**config.mk**
```make
export PLATFORM = sky130hd
export DESIGN_NAME = xor_stream_cipher
export DESIGN_NICKNAME = d
export VERILOG_FILES = /design/src/rtl/xor_cipher_pkg.sv /design/src/rtl/xor_key_ring.sv /design/src/rtl/xor_stream_cipher.sv
export SDC_FILE = /design/constraint.sdc
export NUM_CORES = 1
export LEC_CHECK = 0
export CAP_MARGIN = 20
export CORE_MARGIN = 3
export CORE_UTILIZATION = 55
export CTS_BUF_LIST = sky130_fd_sc_hd__clkbuf_8
export DETAILED_ROUTE_END_ITERATION = 10
export GPL_TIMING_DRIVEN = 0
export PLACE_DENSITY = 0.84
export SYNTH_ARGS = -nofsm -noshare
export SYNTH_HDL_FRONTEND = slang
export SYNTH_SLANG_ARGS = --single-unit
export TNS_END_PERCENT = 10
```
**constraint.sdc**
```tcl
create_clock -name clk -period 2 [get_ports clk]
set_input_delay 0.4 -clock clk [delete_from_list [all_inputs] [get_ports clk]]
set_output_delay 0.4 -clock clk [all_outputs]
set_load 0.01 [all_outputs]
```
**src/rtl/xor_cipher_pkg.sv**
```systemverilog
// Shared types, default geometry and width helpers for the lane-wide XOR stream cipher.
// Optional build macro: XOR_CIPHER_KEY_ROLL_EN (see xor_key_ring).
package xor_cipher_pkg;

    typedef enum logic [1:0] {
        StNoKey,
        StLoadKey,
        StIdle,
        StRun
    } cipher_state_e;

    localparam int unsigned KEY_BITS_DEFAULT = 32;
    localparam int unsigned LANES_DEFAULT    = 8;
    localparam int unsigned MSG_BITS_DEFAULT = 512;

    localparam int unsigned KEY_BEATS = KEY_BITS_DEFAULT / LANES_DEFAULT;
    localparam int unsigned MSG_BEATS = MSG_BITS_DEFAULT / LANES_DEFAULT;

    // Width of a counter holding 0..n-1; never narrower than one bit.
    function automatic int unsigned cnt_width(input int unsigned n);
        return (n > 1) ? $clog2(n) : 1;
    endfunction

    localparam int unsigned KEY_PTR_W  = cnt_width(KEY_BEATS);
    localparam int unsigned BEAT_CNT_W = cnt_width(MSG_BEATS);

endpackage

```
**src/rtl/xor_key_ring.sv**
```systemverilog
// Key shift register, key beat counter and slice pointer for xor_stream_cipher.
// With XOR_CIPHER_KEY_ROLL_EN the key rotates per pass and is restored from a shadow at frame end.
module xor_key_ring
    import xor_cipher_pkg::*;
#(
    parameter int unsigned KEY_BITS = KEY_BITS_DEFAULT,
    parameter int unsigned LANES    = LANES_DEFAULT
) (
    input  logic             clk,
    input  logic             rst_n,
    input  logic             shift,
    input  logic [LANES-1:0] key_in,
    input  logic             advance,
    input  logic             frame_end,
    output logic             key_last,
    output logic [LANES-1:0] slice
);

    localparam int unsigned KeyBeats = KEY_BITS / LANES;
    localparam int unsigned PtrW     = cnt_width(KeyBeats);
    localparam logic [PtrW-1:0] PtrMax = PtrW'(KeyBeats - 1);

    logic [KEY_BITS-1:0] key_q, key_d;
    logic [PtrW-1:0]     cnt_q, cnt_d;
    logic [PtrW-1:0]     ptr_q, ptr_d;
    logic                ptr_wrap;

    assign ptr_wrap = advance && (ptr_q == PtrMax);
    assign key_last = (cnt_q == PtrMax);
    // MSB slice is served first: slice k sits at key[KEY_BITS-1-LANES*k -: LANES].
    assign slice    = LANES'(key_q >> (KEY_BITS - LANES * (int'(ptr_q) + 1)));

`ifdef XOR_CIPHER_KEY_ROLL_EN
    logic [KEY_BITS-1:0] shadow_q;
`endif

    always_comb begin
        key_d = key_q;
        cnt_d = cnt_q;
        ptr_d = ptr_q;
        if (shift) begin
            key_d = (key_q << LANES) | KEY_BITS'(key_in);
            cnt_d = key_last ? '0 : cnt_q + 1'b1;
        end
        if (advance) begin
            ptr_d = (frame_end || ptr_wrap) ? '0 : ptr_q + 1'b1;
        end
`ifdef XOR_CIPHER_KEY_ROLL_EN
        if (frame_end) begin
            key_d = shadow_q;
        end else if (ptr_wrap) begin
            key_d = (key_q << 1) | (key_q >> (KEY_BITS - 1));
        end
`endif
    end

    always_ff @(posedge clk) begin
        if (!rst_n) begin
            key_q <= '0;
            cnt_q <= '0;
            ptr_q <= '0;
        end else begin
            key_q <= key_d;
            cnt_q <= cnt_d;
            ptr_q <= ptr_d;
        end
    end

`ifdef XOR_CIPHER_KEY_ROLL_EN
    // Shifts only happen between frames, when the working key equals the loaded one.
    always_ff @(posedge clk) begin
        if (!rst_n) begin
            shadow_q <= '0;
        end else if (shift) begin
            shadow_q <= key_d;
        end
    end
`endif

endmodule

```
**src/rtl/xor_stream_cipher.sv**
```systemverilog
// Lane-wide streaming XOR cipher: key load FSM, beat counter and one-deep output register.
// Optional build macro: XOR_CIPHER_KEY_ROLL_EN (per-pass key rotation, inside xor_key_ring).
module xor_stream_cipher
    import xor_cipher_pkg::*;
#(
    parameter int unsigned KEY_BITS = KEY_BITS_DEFAULT,
    parameter int unsigned LANES    = LANES_DEFAULT,
    parameter int unsigned MSG_BITS = MSG_BITS_DEFAULT
) (
    input  logic             clk,
    input  logic             rst_n,
    input  logic             ena,
    input  logic             key_load,
    input  logic [LANES-1:0] key_in,
    output logic             key_valid,
    input  logic             msg_valid,
    input  logic [LANES-1:0] msg_data,
    input  logic             msg_last,
    output logic             msg_ready,
    output logic             out_valid,
    output logic [LANES-1:0] out_data,
    output logic             out_last,
    input  logic             out_ready,
    output logic             frame_done,
    output logic             overflow
);

    localparam int unsigned MsgBeats = MSG_BITS / LANES;
    localparam int unsigned BeatW    = cnt_width(MsgBeats);
    localparam logic [BeatW-1:0] BeatMax = BeatW'(MsgBeats - 1);

    cipher_state_e    state_q, state_d;
    logic             key_valid_q, key_valid_d;
    logic [BeatW-1:0] beat_q;
    logic             out_valid_q, out_last_q, frame_done_q, overflow_q;
    logic [LANES-1:0] out_data_q;

    logic             accept, last_beat, frame_end, key_shift, key_last;
    logic [LANES-1:0] key_slice;

    assign msg_ready = ena && key_valid_q && (state_q inside {StIdle, StRun})
                       && (!out_valid_q || out_ready);
    assign accept    = msg_valid && msg_ready;
    assign last_beat = msg_last || (beat_q == BeatMax);
    assign frame_end = accept && last_beat;
    // An accepted beat in IDLE wins over a same-cycle rekey so the frame keeps its key.
    assign key_shift = ena && key_load
                       && ((state_q inside {StNoKey, StLoadKey}) || (state_q == StIdle && !accept));

    xor_key_ring #(
        .KEY_BITS(KEY_BITS),
        .LANES   (LANES)
    ) u_key_ring (
        .clk      (clk),
        .rst_n    (rst_n),
        .shift    (key_shift),
        .key_in   (key_in),
        .advance  (accept),
        .frame_end(frame_end),
        .key_last (key_last),
        .slice    (key_slice)
    );

    always_comb begin
        state_d     = state_q;
        key_valid_d = key_valid_q;
        unique case (state_q)
            StNoKey, StLoadKey, StIdle: begin
                if (key_shift) begin
                    key_valid_d = key_last;
                    state_d     = key_last ? StIdle : StLoadKey;
                end else if (state_q == StIdle && accept && !last_beat) begin
                    state_d = StRun;
                end
            end
            StRun: begin
                if (frame_end) begin
                    state_d = StIdle;
                end
            end
            default: state_d = StNoKey;
        endcase
    end

    always_ff @(posedge clk) begin
        if (!rst_n) begin
            state_q      <= StNoKey;
            key_valid_q  <= 1'b0;
            beat_q       <= '0;
            out_valid_q  <= 1'b0;
            out_data_q   <= '0;
            out_last_q   <= 1'b0;
            frame_done_q <= 1'b0;
            overflow_q   <= 1'b0;
        end else if (ena) begin
            state_q      <= state_d;
            key_valid_q  <= key_valid_d;
            frame_done_q <= out_valid_q && out_ready && out_last_q;
            if (accept) begin
                out_data_q  <= msg_data ^ key_slice;
                out_valid_q <= 1'b1;
                out_last_q  <= last_beat;
                beat_q      <= last_beat ? '0 : beat_q + 1'b1;
                if (beat_q == BeatMax && !msg_last) begin
                    overflow_q <= 1'b1;
                end
            end else if (out_valid_q && out_ready) begin
                out_valid_q <= 1'b0;
                out_last_q  <= 1'b0;
            end
        end
    end

    assign key_valid  = key_valid_q;
    assign out_valid  = out_valid_q;
    assign out_data   = out_data_q;
    assign out_last   = out_last_q;
    assign frame_done = frame_done_q;
    assign overflow   = overflow_q;

endmodule

```
; ---- Word level (Yosys, flattened, before mapping)
; Cells that the tools add are included.
[op_classes]
addsub = 5
n_eq_ne = 8
n_shift = 1
n_mux = 11
bitwise_logic = 2
n_reduce_logical = 32
[op_table]
columns = operator, count
row1 = OR 32 x 8 -> 32 bit, 1
row2 = >> shifter 32 x 32 -> 8 bit, 1
row3 = subtractor 6 x 32 -> 32 bit (first input constant), 1
row4 = logical AND 1 bit, 14
row5 = 2-to-1 mux 2 bit, 6
row6 = AND reduction 3 bit, 3
row7 = == test 2 bit (second input constant), 4
row8 = XOR 8 bit, 1
row9 = adder 6 x 1 -> 6 bit (second input constant), 1
row10 = == test 6 bit (second input constant), 1
row11 = 2-to-1 mux 6 bit, 1
row12 = nonzero test 2 bit, 3
row13 = adder 2 x 1 -> 2 bit (second input constant), 2
row14 = logical NOT 1 bit, 4
row15 = logical OR 1 bit, 4
row16 = case mux 2 bit (2 select lines), 1
row17 = AND reduction 2 bit, 2
row18 = adder 2 x 1 -> 3 bit (second input constant), 1
row19 = 2-to-1 mux 1 bit, 3
row20 = inequality test 3 bit (second input constant), 1
row21 = OR reduction 3 bit, 1
row22 = == test 2 x 1 -> 1 bit (second input constant), 1
row23 = logical NOT 2 bit, 1
row24 = inequality test 2 x 1 -> 1 bit (second input constant), 1
[word_totals]
regBits = 57
output_inout_bits = 14

; ---- Depth between registers and ports, before layout
; Gate-level depths: netlist of run 1.
[depth]
ltp_word = 11
depth_mapped = 6

; ---- Modules after synthesis
; From an unflattened synthesis of run 1, not the netlist that was laid out.
[hier_totals]
cells_unflattened = 255
hier_area_um2 = 2595.0
[modules_own_cells]
columns = mod, instances, cells_per_inst, area_each_um2, seq_area_each_um2
row1 = xor_key_ring, 1, 148, 1641.6, 720.7
row2 = xor_stream_cipher, 1, 107, 953.4, 420.4

; ---- Least setup slack after synthesis of run 1
; No wires, ideal clock.
[synth_timing]
path_type = register -> register
start = register beat_q[0]
end = register beat_q[3]
setup_ps = 74
arrival_time_ps = 1572
slack_ps = 353
path_stages_with_launch = 6
path_buffers = 0
synth_period_minus_slack_ps = 1647
path_cell_list = dfxtp_1 ha_1 and3_1 a31o_2 or4_1 a31oi_1
[synth_via]
elab_chain_len = 3
word_cells_on_any_way = 4
classes_between = add/sub: 1 / eq/ne: 1 / mux: 1 / reduce/logical: 1
[synth_rtl]
columns = item, line_no
row1 = from (decl), xor_stream_cipher.sv:34  ; logic [BeatW-1:0] beat_q;
row2 = from (signal assigned), xor_stream_cipher.sv:103  ; beat_q <= last_beat ? '0 : beat_q + 1'b1;
row3 = branches (longest 2 deep; another with adder 6 x 1 -> 6 bit), -
row4 = 2-to-1 mux 6 bit (*), xor_stream_cipher.sv:103
; Every way passes the cells marked *.
; A chain may end at the register's enable or synchronous reset.

; ---- Worst setup path in the final report of run 1
[layout_timing]
start = input out_ready
end = output msg_ready
[layout_via]
elab_chain_len = 2
[layout_rtl]
columns = item, line_no
row1 = from (decl), xor_stream_cipher.sv:23  ; input logic out_ready,
row2 = logical OR 1 bit, xor_stream_cipher.sv:42  ; && (!out_valid_q || out_ready);
row3 = logical AND 1 bit, xor_stream_cipher.sv:42
row4 = to (decl), xor_stream_cipher.sv:19  ; output logic msg_ready,
; No other way between the ends.

==> flow_metrics.tcl, run 1 <==
set metrics [dict create \
    grt.overflow.total 0 \
    area_delta_synth_final_pct 27.00 \
    synth_compound_area_share_pct 22.90 \
    synth_top_area_cell "dfxtp_1" \
    synth_mux_area_share_pct 7.186 \
    drv_slew 0 \
    diodes 0 \
    final_common_cell "dfxtp_1" \
    holdPathStages 2 \
    synth-xor-area-share_pct 2.794 \
    crit_path_end_kind "output port" \
    num_vias 2362 \
    final-hold-violation-count 0 \
    die_width_um 73.52 \
    via_per_inst 6.135 \
    synthFlopType "dfxtp_1" \
    first_pass_iters 4 \
    cts_tree "done" \
    die_area_mm2 0.005405 \
    setup_tns_ns 0 \
    reg2reg_depth 5 \
    status "completed" \
    rsz0062_at_grt "false" \
    worstPathMaxFanout 5 \
    irDropWorstVdd_uv 534.3 \
    yosys.area_share.simple_pct 15.67 \
    syn_area_mm2 0.002507 \
    drcViolationCount 0 \
    die_h_um 73.52 \
    syn_avg_cell_area_um2 8.860 \
    cap_violations 0 \
    required_ns 1.60 \
    wl_um 6484 \
    synth_seq_cells 57 \
    start_util_pct 59.68 \
    ios 37 \
    fin_skew_ns 0.004159 \
    antenna_found_initial 0 \
    ant_nets 0 \
    worst_pin_slew_ns 0.6210 \
    clockBufferDepth 2 \
    final.period_utilization_pct 96.93 \
    io_buffers 36 \
    grt_pass1_wl_um 10710 \
    cp_slowest_stage_delay_ns 0.53 \
    setup_viol 0 \
    cts_root_buf "clkbuf_8" \
    grt_start_max_net_pins 11 \
    cts.clk_slew.worst_paths_ns 0.06 \
    hold_class "reg -> reg" \
    fin_area_mm2 0.003184 \
    min_period_ns 1.939 \
    synth_nets 309 \
    fmax_ghz 0.5159 \
    crit_cells 4 \
    clk_latency_ns 0.34 \
    synth_seq_area_share_pct 45.51 \
    nets 356 \
    placed_area_mm2 0.002930 \
    yosysWarnings 0 \
    final_cell_mix "dfxtp_1, a21oi_1, o21ai_0" \
    synthAdderAreaFrac_pct 1.497 \
    synth_top_area_share_pct 45.51 \
    critPathKind "in -> out" \
    clock_sinks 57 \
    power_per_cell_area_mw_per_mm2 821.9 \
    ys_types 34 \
    crit_buf_inv 2 \
    worstPathArrival_ns 1.54 \
    p_leak_uw 0.001090 \
    synth_top_family_by_area "compound AO/OA/AOI/OAI gates" \
    cp_slowest_cell "clkdlybuf4s50_1" \
    critical_path.top_delay_family "buffers and inverters" \
    numCtsBuffers 9 \
    synth-edff-count 0 \
    drive_above_1_share_pct 11.04 \
    power_uw 2617 \
    first_iter_violations 215 \
    path_cells "clkdlybuf4s15_1, nand2b_4, and4_1, clkdlybuf4s50_1" \
    cts-hold-fix-buffers 0 \
    routabilityCongestion 0.8687 \
    core_mm2 0.004202 \
    h-tree-depth 3 \
    utilization_pct 75.79 \
    wl_per_cell_um 16.84 \
    dp_hpwl_um 4495 \
    relSlewSlack_pct 58.60 \
    grt_pass1_vias 2187 \
    synth_cells 283 \
    rows 23 \
    critical_path.startpoint_type "primary input" \
    synth_area_leaders "dfxtp_1, a21oi_1, o21ai_0" \
    ys_async_sr_fraction_pct 0 \
    grt_usage_pct 26.23 \
]
## layout make-up
class | instances | area (µm²)
clock inverters | 6 | 106.4
inverters | 1 | 3.754
plain buffers | 25 | 107.6
repair buffers | 36 | 359.1
well taps | 50 | 62.56
clock buffers | 10 | 137.6
flip-flops and latches | 57 | 1142
fillers | 331 | 1017
multi-input cells | 200 | 1265
## metrics by stage
stage / hold slack [ns] / setup WS, ns / std cells
floorplan: 0.4400 / 0.3534 / 283
finish: 0.4700 / 0.06150 / 385
CTS: 0.4737 / 0.03048 / 385
detailed placement: 0.4581 / -0.3311 / 369
global placement: 0.4459 / -0.2916 / 369
global route: 0.4907 / 0.008639 / 385
## worst reg2reg max path, stage by stage (launching register included)
cell	delay, ns
dfxtp_1	0.33
ha_1	0.23
and3_1	0.22
a31o_2	0.28
or4_1	0.47
a31oi_1	0.16
## metal layers
layer / GRT usage, % / routed length (µm)
met5: 0 / 0
met4: 12.68 / 102
met3: 5.472 / 628
met2: 40.06 / 2948
met1: 35.23 / 2804
## cell families (layout without fill, tap and decap cells)
group | Yosys count | in the layout
AOI/OAI and AO/OA | 109 | 109
xor gates and xnor gates | 8 | 8
adders and majority gates | 3 | 3
buffers and inverters | 26 | 78
DFF | 57 | 57
muxes | 8 | 8
and+or+nand+nor | 72 | 72
## synth_stat cells (2+ instances only)
library cell and n:
dfxtp_1 57, a21oi_1 51, o21ai_0 46, nand3_1 38
clkbuf_1 19, nand2_1 12, mux4_2 8, xnor2_1 8
buf_2 5, a31oi_1 4, nor2_1 4, or4_1 4
ha_1 3, and3_1 2, nand2b_1 2, o211ai_1 2
## state kept, by name, summed over array words and instances, names as in the netlist, 2 cells and up
signal,cells
beat_q,6
out_data,8
state_q,2
u_key_ring.cnt_q,2
u_key_ring.key_q,32
u_key_ring.ptr_q,2
## path summary, 6_finish.rpt
path,startpoint,to,slack (ns)
setup / recovery,out_ready,msg_ready,0.06
hold / removal,overflow,overflow,0.47
setup reg to reg,beat_q[0],beat_q[3],0.24
hold reg to reg,overflow,overflow,0.47
## report_power, final
part           leakage, µW  switching (µW)  internal [µW]
Combinational     0.000505            72.1           64.5
Sequential        0.000461            12.3           1150
Clock             0.000124             464            854
## what timing repair did
action | in CTS | in global routing
setup endpoints to repair | 1 | 2
setup buffers | 0 | 0
resized for setup | 3 | 3
Power figures use the tool's default switching activity.
==> run 2, diff against run 1 <==
--- a/config.mk
+++ b/config.mk
@@ -10,7 +10,6 @@
 export CORE_UTILIZATION = 55
 export CTS_BUF_LIST = sky130_fd_sc_hd__clkbuf_8
 export DETAILED_ROUTE_END_ITERATION = 10
-export GPL_TIMING_DRIVEN = 0
 export PLACE_DENSITY = 0.84
 export SYNTH_ARGS = -nofsm -noshare
 export SYNTH_HDL_FRONTEND = slang
==> flow_metrics.tcl, run 2 (synthesis gave the netlist of run 1 again) <==
set metrics [dict create \
    crit_path_end_kind "output port" \
    worstReg2RegStart "beat_q[0]" \
    rsz0062_at_grt "false" \
    die_width_um 73.52 \
    worst_pin_slew_ns 0.5191 \
    p_int_uw 1892 \
    relSlewSlack_pct 64.91 \
    reg2reg_depth 5 \
    switching_share_pct 21.00 \
    fin_skew_ns 0.005518 \
    first_pass_iters 5 \
    worstPathArrival_ns 1.44 \
    ant_nets 0 \
    grt.overflow.total 0 \
    worst_slack_ns 0.1600 \
    io_buffers 36 \
    p_sw_uw 502.8 \
    power_frac_seq_pct 48.5 \
    area_delta_synth_final_pct 27.89 \
    diodes 0 \
    die_area_mm2 0.005405 \
    h-tree-depth 3 \
    grt_usage_pct 23.19 \
    holdWs_ns 0.4618 \
    placed_area_mm2 0.003000 \
    post_cts_buffers 0 \
    regMostFlops "u_key_ring.key_q" \
    num_vias 2259 \
    final-hold-violation-count 0 \
    required_ns 1.60 \
    utilization_pct 76.33 \
    drcViolationCount 0 \
    fmax_ghz 0.5435 \
    power_per_cell_area_mw_per_mm2 746.7 \
    core_mm2 0.004202 \
    wl_per_cell_um 14.81 \
    irDropWorstVdd_uv 571.0 \
    ios 37 \
    critical_path.startpoint_type "primary input" \
    grt_start_max_net_pins 43 \
    cts_resized 1 \
    antenna_found_initial 0 \
    grt_pass1_wl_um 9528 \
    dp_worst_setup_slack_ns -0.1047 \
    critPathKind "in -> out" \
    hold_path.startpoint "u_key_ring.ptr_q[1]" \
    min_period_ns 1.840 \
    fillCellCount 312 \
    cts_root_buf "clkbuf_8" \
    cts.clk_slew.worst_paths_ns 0.06 \
    drv_slew 0 \
    clockBufferDepth 2 \
    via_per_inst 5.945 \
    cap_violations 0 \
    die_h_um 73.52 \
    r2r_setup_slack_ns 0.21 \
    nets 351 \
    dp_hpwl_um 3642 \
    p_comb_share_pct 6.0 \
    hold_end "u_key_ring.ptr_q[1]" \
    numCtsBuffers 9 \
    regArea_mm2 0.001141 \
    final.period_utilization_pct 92.00 \
    clk_latency_ns 0.33 \
    clkPwrFrac_pct 45.5 \
    final_cell_mix "dfxtp_1, a21oi_1, o21ai_0" \
    status "completed" \
    worstPathMaxFanout 2 \
    final_common_cell "dfxtp_1" \
    worstReg2RegEnd "beat_q[3]" \
    fin_area_mm2 0.003207 \
    routabilityCongestion 0.7712 \
    multi_input_area_mm2 0.001257 \
    cts-hold-fix-buffers 0 \
    setup_viol 0 \
    largest_register_ffs 32 \
    grt_pass1_vias 2073 \
    start_util_pct 59.68 \
    p_leak_uw 0.001126 \
    holdPathStages 2 \
    cts_tree "done" \
    wl_um 5629 \
    rows 23 \
    drive_above_1_share_pct 14.55 \
    first_iter_violations 210 \
    hold_class "reg -> reg" \
    power_uw 2394 \
    clock_sinks 57 \
]
==> run 2: changes by cell type in the layout (fill, tap and decap cells not counted), moves of 2 or more <==
cell and delta:
clkbuf_8 +2, clkbuf_1 -19, buf_2 -5, buf_4 +18
bufinv_16 -2, buf_12 +2
==> run 2: cell type report <==
class	count	share of cell area, %
Tap cell	50	1.951
Timing Repair Buffer	56	16.66
Sequential cell	57	35.58
Clock inverter	4	1.327
Clock buffer	12	5.150
Inverter	1	0.1171
Multi-Input combinational cell	200	39.21
==> run 2: critical path: stages <==
cell	delay, ns
clkdlybuf4s50_1	0.41
nand2b_1	0.16
and4_1	0.19
dlygate4sd2_1	0.28
==> run 2: stage by stage <==
step                cells  setup TNS [ns]
global route          380               0
CTS                   380               0
global placement      364         -0.1247
detailed placement    364         -0.5246
floorplan             283               0
finish                380               0
==> run 2: worst max path at each step <==
| stage | to | cells past startpoint | from |
|---|---|---|---|
| floorplan | beat_q[3] | 5 | beat_q[0] |
| global placement | msg_ready | 4 | out_ready |
| detailed placement | msg_ready | 4 | out_ready |
| CTS | msg_ready | 4 | out_ready |
| global route | msg_ready | 4 | out_ready |
| finish | msg_ready | 4 | out_ready |
==> run 2: power groups by stage <==
stage / combinational [µW] / sequential [µW] / clock (µW)
finish: 144 / 1160 / 1090
floorplan: 64.4 / 1180 / 0
detailed placement: 141 / 1190 / 0
CTS: 143 / 1160 / 1110
global placement: 140 / 1180 / 0
global route: 157 / 1160 / 1170
==> run 2: routing by layer <==
metal,global-route usage [%],vias to the layer above,part of all wire [%]
met5,0,-,0
li1,-,1124,-
met4,7.847,0,1.3
met1,30.76,1035,44
met2,34.45,91,47
met3,9.166,9,7.9
==> run 3, diff against run 2 <==
--- a/config.mk
+++ b/config.mk
@@ -10,6 +10,8 @@
 export CORE_UTILIZATION = 55
 export CTS_BUF_LIST = sky130_fd_sc_hd__clkbuf_8
 export DETAILED_ROUTE_END_ITERATION = 10
+export GPL_TIMING_DRIVEN = 0
+export MAX_ROUTING_LAYER = met4
 export PLACE_DENSITY = 0.84
 export SYNTH_ARGS = -nofsm -noshare
 export SYNTH_HDL_FRONTEND = slang
==> flow_metrics.tcl, run 3 (synthesis gave the netlist of run 1 again) <==
set metrics [dict create \
    power_per_cell_area_mw_per_mm2 821.7 \
    fmax_ghz 0.5170 \
    min_period_ns 1.934 \
    grt.overflow.total 0 \
    fin_area_mm2 0.003184 \
    p_leak_uw 0.001090 \
    placed_area_mm2 0.002930 \
    critical_path.startpoint_type "primary input" \
    routabilityCongestion 0.8829 \
    first_pass_iters 5 \
    largest_register_ffs 32 \
    ios 37 \
    setup_viol 0 \
    grt_usage_pct 27.05 \
    area_delta_synth_final_pct 27.00 \
    wl_um 6528 \
    critPathKind "in -> out" \
    start_util_pct 59.68 \
    worstPathMaxFanout 5 \
    final_cell_mix "dfxtp_1, a21oi_1, o21ai_0" \
    post_cts_buffers 0 \
    holdWs_ns 0.4700 \
    diodes 0 \
    core_mm2 0.004202 \
    first_iter_violations 231 \
    final_cells 385 \
    final.period_utilization_pct 96.71 \
    fin_skew_ns 0.005221 \
    hold_class "reg -> reg" \
    cts_tree "done" \
    irDropWorstVdd_uv 533.9 \
    grt_pass1_wl_um 10710 \
    nets 356 \
    worstPathArrival_ns 1.53 \
    cts-hold-fix-buffers 0 \
    cts_root_buf "clkbuf_8" \
    io_buffers 36 \
    drv_slew 0 \
    wl_per_cell_um 16.96 \
    die_h_um 73.52 \
    die_area_mm2 0.005405 \
    ant_nets 0 \
    final-hold-violation-count 0 \
    clk_latency_ns 0.34 \
    clock_sinks 57 \
    die_width_um 73.52 \
    cp_slowest_stage_delay_ns 0.53 \
    cp_slowest_cell "clkdlybuf4s50_1" \
    drcViolationCount 0 \
    worst_pin_slew_ns 0.6194 \
    cap_violations 0 \
    relSlewSlack_pct 58.71 \
    rows 23 \
    dp_hpwl_um 4495 \
    final_common_cell "dfxtp_1" \
    required_ns 1.60 \
    drive_above_1_share_pct 11.04 \
    antenna_found_initial 0 \
    via_per_inst 6.210 \
    status "completed" \
    rsz0062_at_grt "false" \
    grt_pass1_vias 2193 \
    dp_cells 369 \
    h-tree-depth 3 \
    r2r_setup_slack_ns 0.24 \
    num_vias 2391 \
    path_cells "clkdlybuf4s15_1, nand2b_4, and4_1, clkdlybuf4s50_1" \
    grt_start_max_net_pins 11 \
    cts.clk_slew.worst_paths_ns 0.06 \
    regMostFlops "u_key_ring.key_q" \
    numCtsBuffers 9 \
    clockBufferDepth 2 \
    crit_path_end_kind "output port" \
]
-- run 3: cell types whose count changed in the layout (fill, tap and decap cells not counted), sizes merged --
cell           delta
clkbuf           +17
buf              -14
bufinv            +2
clkdlybuf4s15     +1
clkdlybuf4s50     -1
clkinvlp          +1
inv               -1
-- run 3: layout make-up --
cell class / count / area, µm²
repair buffers: 36 / 359.1
inverters: 1 / 3.754
clock buffers: 10 / 137.6
flip-flops and latches: 57 / 1142
well taps: 50 / 62.56
multi-input cells: 200 / 1265
plain buffers: 25 / 107.6
clock inverters: 6 / 106.4
fillers: 331 / 1017
-- run 3: worst paths after layout --
| path | start | end | depth (start not counted) |
|---|---|---|---|
| setup / recovery | out_ready | msg_ready | 4 |
| hold / removal | overflow | overflow | 2 |
| setup reg to reg | beat_q[0] | beat_q[3] | 5 |
| hold reg to reg | overflow | overflow | 2 |
-- run 3: where the power goes --
group          internal (µW)  switching [µW]
Combinational           64.5            72.5
Sequential              1150            12.3
Clock                    854             463
Total                   2070             548
-- run 3: layer usage --
layer  vias to the layer above  global-route usage [%]  part of all wire [%]
li1                       1141                       -                     -
met1                      1124                   35.31                    44
met2                       112                   40.16                    46
met3                        14                   5.472                   8.2
met4                         0                   12.68                   1.7
met5                         -                       -                     0
-- run 3: metrics by stage --
step                      setup WS [ns]  TNS (ns)  util (%)  power [µW]
after global routing           0.008639         0     75.79        2695
after floorplan                  0.3534         0         -        1246
final                           0.06584         0     75.79        2617
after global placement          -0.2916    -9.900     69.74        1319
after CTS                       0.03048         0     75.67        2623
after detailed placement        -0.3311    -11.90     69.74        1322
-- run 3: critical path, delay by kind of cell --
| kind | cells | cell delay, ns |
|---|---|---|
| simple gates | 2 | 0.35 |
| buf+inv | 2 | 0.77 |
-- run 3: repair_timing --
action,CTS,global route
resized for setup,3,3
endpoints found under the setup margin,1,2
gates cloned,0,0
